===== config.mk =====
export PLATFORM = sky130hd
export DESIGN_NAME = spi_master
export DESIGN_NICKNAME = d
export VERILOG_FILES = /design/src/rtl/spi_master.sv
export SDC_FILE = /design/constraint.sdc
export NUM_CORES = 1
export LEC_CHECK = 0
export CAP_MARGIN = 30
export CORE_MARGIN = 4
export CORE_UTILIZATION = 58
export CTS_CLUSTER_SIZE = 16
export DETAILED_ROUTE_END_ITERATION = 10
export PLACE_DENSITY = 0.84
export RECOVER_POWER = 50
export SLEW_MARGIN = 20
export SYNTH_ARGS = -nofsm -noshare
export SYNTH_HDL_FRONTEND = slang
export SYNTH_SLANG_ARGS = --single-unit

===== constraint.sdc =====
create_clock -name clk -period 4.9 [get_ports clk]
set_input_delay 1.225 -clock clk [delete_from_list [all_inputs] [get_ports clk]]
set_output_delay 1.225 -clock clk [all_outputs]
set_load 0.05 [all_outputs]

===== src/rtl/spi_master.sv =====
// SPI mode-0 master: one byte per accepted start, MSB first, with optional
// slave-select hold so consecutive bytes can share one SSEL-low frame.
module spi_master #(
    parameter int HALF_PERIOD = 4
) (
    input  logic       clk,
    input  logic       rst,
    input  logic       start,
    input  logic [7:0] tx_data,
    input  logic       keep_ssel,
    output logic       ready,
    output logic       done,
    output logic [7:0] rx_data,
    output logic       SCK,
    output logic       MOSI,
    input  logic       MISO,
    output logic       SSEL
);

    localparam logic [7:0] RELOAD = 8'(HALF_PERIOD - 1);

    typedef enum logic [2:0] {
        IDLE,
        SETUP,
        SHIFT,
        HOLD,
        GUARD
    } state_t;

    state_t      state, state_n;
    logic [7:0]  cnt, cnt_n;
    logic [7:0]  tx_sr, tx_sr_n;
    logic [7:0]  rx_sr, rx_sr_n;
    logic [2:0]  bit_cnt, bit_cnt_n;
    logic        keep, keep_n;
    logic        sck_n, mosi_n, ssel_n, done_n, ready_n;
    logic [7:0]  rx_data_n;
    logic        tick;

    // tick marks the last cycle of the current half-period
    assign tick = (cnt == 8'd0);

    always_ff @(posedge clk) begin
        if (rst) begin
            state   <= IDLE;
            cnt     <= '0;
            tx_sr   <= '0;
            rx_sr   <= '0;
            bit_cnt <= '0;
            keep    <= 1'b0;
            SCK     <= 1'b0;
            MOSI    <= 1'b0;
            SSEL    <= 1'b1;
            done    <= 1'b0;
            ready   <= 1'b1;
            rx_data <= '0;
        end else begin
            state   <= state_n;
            cnt     <= cnt_n;
            tx_sr   <= tx_sr_n;
            rx_sr   <= rx_sr_n;
            bit_cnt <= bit_cnt_n;
            keep    <= keep_n;
            SCK     <= sck_n;
            MOSI    <= mosi_n;
            SSEL    <= ssel_n;
            done    <= done_n;
            ready   <= ready_n;
            rx_data <= rx_data_n;
        end
    end

    always_comb begin
        state_n   = state;
        cnt_n     = tick ? cnt : cnt - 8'd1;
        tx_sr_n   = tx_sr;
        rx_sr_n   = rx_sr;
        bit_cnt_n = bit_cnt;
        keep_n    = keep;
        sck_n     = SCK;
        mosi_n    = MOSI;
        ssel_n    = SSEL;
        done_n    = 1'b0;
        ready_n   = ready;
        rx_data_n = rx_data;

        unique case (state)
            IDLE: begin
                if (start) begin
                    tx_sr_n   = tx_data;
                    keep_n    = keep_ssel;
                    bit_cnt_n = '0;
                    ready_n   = 1'b0;
                    ssel_n    = 1'b0;
                    mosi_n    = tx_data[7];
                    cnt_n     = RELOAD;
                    state_n   = SETUP;
                end
            end
            SETUP: begin
                if (tick) begin
                    sck_n   = 1'b1;
                    rx_sr_n = {rx_sr[6:0], MISO};
                    cnt_n   = RELOAD;
                    state_n = SHIFT;
                end
            end
            SHIFT: begin
                if (tick) begin
                    cnt_n = RELOAD;
                    if (SCK) begin
                        // falling edge: present the next bit, or finish after the 8th
                        sck_n = 1'b0;
                        if (bit_cnt == 3'd7) begin
                            mosi_n  = 1'b0;
                            state_n = HOLD;
                        end else begin
                            mosi_n    = tx_sr[6];
                            tx_sr_n   = {tx_sr[6:0], 1'b0};
                            bit_cnt_n = bit_cnt + 3'd1;
                        end
                    end else begin
                        sck_n   = 1'b1;
                        rx_sr_n = {rx_sr[6:0], MISO};
                    end
                end
            end
            HOLD: begin
                if (tick) begin
                    done_n    = 1'b1;
                    rx_data_n = rx_sr;
                    cnt_n     = RELOAD;
                    if (keep) begin
                        ready_n = 1'b1;
                        state_n = IDLE;
                    end else begin
                        ssel_n  = 1'b1;
                        state_n = GUARD;
                    end
                end
            end
            GUARD: begin
                if (tick) begin
                    ready_n = 1'b1;
                    state_n = IDLE;
                end
            end
            default: state_n = IDLE;
        endcase
    end

endmodule


# Word-level counts from Yosys, hierarchy flattened
# Cells that the tools add are included.
op_classes:
  reduce_logical: 17
  n_addsub: 2
  bitwise_logic: 1
  n_eq_ne: 16
  n_mux: 44
ops:
  columns: ["op", "count"]
  rows:
  - ["2-to-1 mux 8 bit", 6]
  - ["2-to-1 mux 3 bit", 12]
  - ["case mux 8 bit (2 select lines)", 2]
  - ["2-to-1 mux 7 bit", 4]
  - ["inequality test 2 bit, second input constant", 11]
  - ["case mux 3 bit (5 select lines)", 1]
  - ["case mux 7 bit (2 select lines)", 1]
  - ["2-to-1 mux 1 bit", 13]
  - ["AND reduction 4 bit", 3]
  - ["AND reduction 5 bit", 2]
  - ["logical NOT 8 bit", 1]
  - ["subtractor 8 x 1 -> 8 bit, second input constant", 1]
  - ["AND reduction 7 bit", 1]
  - ["== test 3 x 2 -> 1 bit, second input constant", 2]
  - ["== test 3 bit, second input constant", 2]
  - ["case mux 1 bit (2 select lines)", 3]
  - ["case mux 3 bit (2 select lines)", 1]
  - ["nonzero test 2 bit", 3]
  - ["AND reduction 2 bit", 2]
  - ["adder 3 x 1 -> 3 bit, second input constant", 1]
  - ["== test 3 x 1 -> 1 bit, second input constant", 1]
  - ["logical NOT 3 bit", 1]
  - ["case mux 1 bit (3 select lines)", 1]
  - ["AND reduction 3 bit", 1]
  - ["4 further kinds", 4]
totals:
  out_inout_bits: 13
  inputBits: 13
  regBits: 43
  wordCells: 92

# Longest topological paths before layout
logic_depth:
  word_depth: 5
  depth_mapped: 7
  depth_no_buf: 7

# Worst setup path before layout
# No wires, ideal clock.
synth_timing:
  path_type: "input to register"
  start: "input port start"
  end: "register tx_sr[1]"
  required_ns: 4.809
  arrival_time_ns: 2.363
  n_path_buf: 0
  stages: 4
  setup_time_ns: 0.091
  slack_ns: 2.446
  cell_sequence: "mux2i_1 > a2111oi_2 > a21oi_1 > a311oi_1"
synth_between:
  elab_chain_cells: 2
synth_lines:
  columns: ["item", "line_no", "text"]
  rows:
  - ["start: declaration", "8", "input logic start,"]
  - ["inequality test 2 bit (no line)", null, null]
  - ["AND reduction 5 bit (no line)", null, null]
  - ["end signal: assignment", "60", "tx_sr <= tx_sr_n;"]
  - ["end: declaration", "32", "logic [7:0] tx_sr, tx_sr_n;"]
# No other way between the ends.
# A chain may end at the register's enable or synchronous reset.

==> out/metrics.yaml <==
run_status:
  status: "complete, but fails checks"
  violations: "max-capacitance violations, max-slew violations"
clock_network:
  clk_path_buf_depth: 2
  ctsHoldBuffers: 0
  clock-sinks: 43
  cts_made_buffers: 5
  path_clk_slew_ns: 0.13
  post_cts_resize_count: 0
  tritoncts: "done"
  cts_setup_buffers: 0
  cts_root_buffer: "clkbuf_4"
  clkLatencyLatePin_ns: 0.36
  htree_levels: 2
route:
  viasPerCell: 5.65
  vias: 1583
  wl_per_cell_um: 14.4
  wl_um: 4020
  dr.pass1.iters: 4
  post-route-drc-count: 0
  ant_nets: 0
  detail_route.iter0.violations: 177
setup_path:
  path_cells: "dlygate4sd3_1, clkbuf_1, nor2_1, nand2_1, nor2_1"
  crit_top_cell: "nor2_1"
  path_buf_inv: 2
  crit_fanout: 38
  timing.rr.end: "rx_sr[3]$_SDFFE_PP0P_"
  cpPeakStageDelay_ns: 1.11
  cp-end-kind: "flop"
  ff2ff_setup_slack_ns: 2.49
  slowest_stage: "clkbuf_1"
  critical-path-top-delay-family: "buffers and inverters"
  crit_arrival_ns: 3.30
  rr_worst_depth: 4
  reg2reg_from: "state[1]$_SDFFE_PP0P_"
  worst-setup-path-type: "input port to flop"
  critPathLaunchType: "input port"
  critical_path_required_ns: 5.16
power_and_ir_drop:
  ir_worst_vdd_mv: 0.301
  p_leak_uw: 0.000877
  powerDensity_mw_per_mm2: 538
global_routing:
  grt_pass1_wl_um: 6620
  antenna_found_initial: 0
  overflow: 0
  grt_max_degree: 39
  grt_pass1_vias: 1484
  grt_use_total_pct: 19.8
yosys:
  synthCells: 214
  yosysUniqueCellTypes: 35
  ys_seq_area_share_pct: 44.8
  yosysWarnings: 0
  syn_area_per_cell_um2: 8.97
  synth-seq-cells: 43
  synth_area_mm2: 0.00192
  synth_nets: 232
floorplan:
  dieArea_mm2: 0.00430
  io_pins: 26
  die_width_um: 65.5
  row_count: 20
  coreArea_mm2: 0.00310
  start_util_pct: 61.9
  dieHeight_um: 65.5
timing:
  fmax_mhz: 329
  worst_slew_pin_slew_ns: 1.55
  drv_slew: 39
  finalHoldViolations: 0
  min_period_ns: 3.04
  setup_viol: 0
  rsz0062_at_grt: "no"
  slew_headroom_pct: -3.32
  postLayoutSetupSlackWorst_ns: 1.86
  clock_skew_ns: 0.00869
  fin_tns_setup_ns: 0
  period_share_pct: 62.0
job:
  cap_violations: 1
hold_path:
  worstHoldEndpoint: "tx_sr[0]$_SDFFE_PP0P_"
  hp-start: "tx_sr[0]$_SDFFE_PP0P_"
  holdPathStages: 2
  hold_path.class: "flop to flop"
final_layout:
  layout-area-overhead-vs-synth_pct: 17.9
  fin_util_pct: 73.0
  antenna_cells: 0
  n_fill_cell: 251
  final_common_cell: "dfxtp_1"
  drive_gt1_share_pct: 5.51
  final_nets: 253
  final_cell_mix: "43 x dfxtp_1, 34 x nor2_1, 24 x clkdlybuf4s50_1, 20 x nand2_1"
placed_design:
  place_congestion: 0.841
  pre_cts_ws_ns: 1.58
  port_buffers: 25
  hpwlAfterDp_um: 2840
[Yosys cell counts, drive strengths merged]
library cell	number	area [um2]
nand3	5	25.0
nand4	2	12.5
o31ai	3	22.5
clkbuf	10	37.5
nor3b	4	30.0
or3b	3	26.3
a22oi	1	7.51
a311oi	7	61.3
inv	2	7.51
xnor2	4	35.0
nor4b	1	8.76
nand3b	2	15.0
mux2i	18	180
a2111o	1	11.3
nand2	20	75.1
a32oi	1	8.76
xor2	3	26.3
a211oi	1	7.51
nor2	34	128
ha	5	62.6
a21oi	18	90.1
nand2b	2	12.5
o211a	1	10.0
buf	3	13.8
nor4	3	18.8
and3b	1	8.76
or4	2	15.0
nor3	6	30.0
o21ai	6	30.0
a2111oi	2	42.5
dfxtp	43	861
[cell type report]
class	count	area (um2)	share of cell area [%]
well taps	44	55.1	2.43
inverters	2	7.51	0.331
flip-flops and latches	43	861	38.0
clock inverters	3	43.8	1.93
multi-input cells	156	1000	44.2
clock buffers	5	37.5	1.66
repair buffers	27	259	11.4
[state kept, by name, summed over array words and instances, names as in the netlist, 3 cells and up]
signal   cells
state        3
rx_data      8
rx_sr        8
tx_sr        7
cnt          8
bit_cnt      3
[cell families (layout without fill, tap and decap cells)]
family	after synthesis	in the layout	synth area share, %
AO/OA/AOI/OAI	41	41	15.2
XOR/XNOR	7	7	3.19
buffers and inverters	15	37	3.06
adder cells (fa/ha/maj)	5	5	3.26
flip-flops	43	43	44.8
AND/OR/NAND/NOR	85	85	21.1
multiplexers	18	18	9.38
[metal layers]
metal  part of all wire (%)  up-vias  GRT usage, %
li1                       -      805             -
met1                     44      737          23.5
met2                     51       39          33.6
met3                    4.7        2          5.81
met4                   0.52        0          7.77
met5                      0        -             0
[how the worst max path moves through the flow]
| stage | startpoint | endpoint | slack, ns | depth (start not counted) |
|---|---|---|---|---|
| floorplan | start | tx_sr[1]$_SDFFE_PP0P_ | 2.45 | 4 |
| global placement | start | tx_sr[2]$_SDFFE_PP0P_ | 1.69 | 5 |
| detailed placement | start | tx_sr[4]$_SDFFE_PP0P_ | 1.58 | 5 |
| CTS | start | tx_sr[4]$_SDFFE_PP0P_ | 1.94 | 5 |
| global route | rst | cnt[5]$_SDFF_PP0_ | 1.68 | 5 |
| finish | rst | cnt[6]$_SDFF_PP0_ | 1.86 | 5 |
[power by group]
part / total [uW] / switching [uW] / internal, uW
sequential: 497 / 83.7 / 413
combinational: 497 / 295 / 202
clock: 225 / 117 / 107
[metrics by stage]
| stage | hold WS (ns) | std cells | total power [uW] | area [um2] |
|---|---|---|---|---|
| detailed placement | 0.471 | 271 | 991 | 2180 |
| finish | 0.488 | 280 | 1220 | 2260 |
| floorplan | 0.450 | 214 | 877 | 1920 |
| CTS | 0.488 | 279 | 1220 | 2260 |
| global placement | 0.462 | 271 | 962 | 2180 |
| global route | 0.523 | 280 | 1290 | 2260 |
[worst min-delay path, stage by stage, from the launching register on]
cell	delay, ns
dfxtp_1	0.33
o21ai_0	0.07
a21oi_1	0.06
Power figures use the tool's default switching activity.
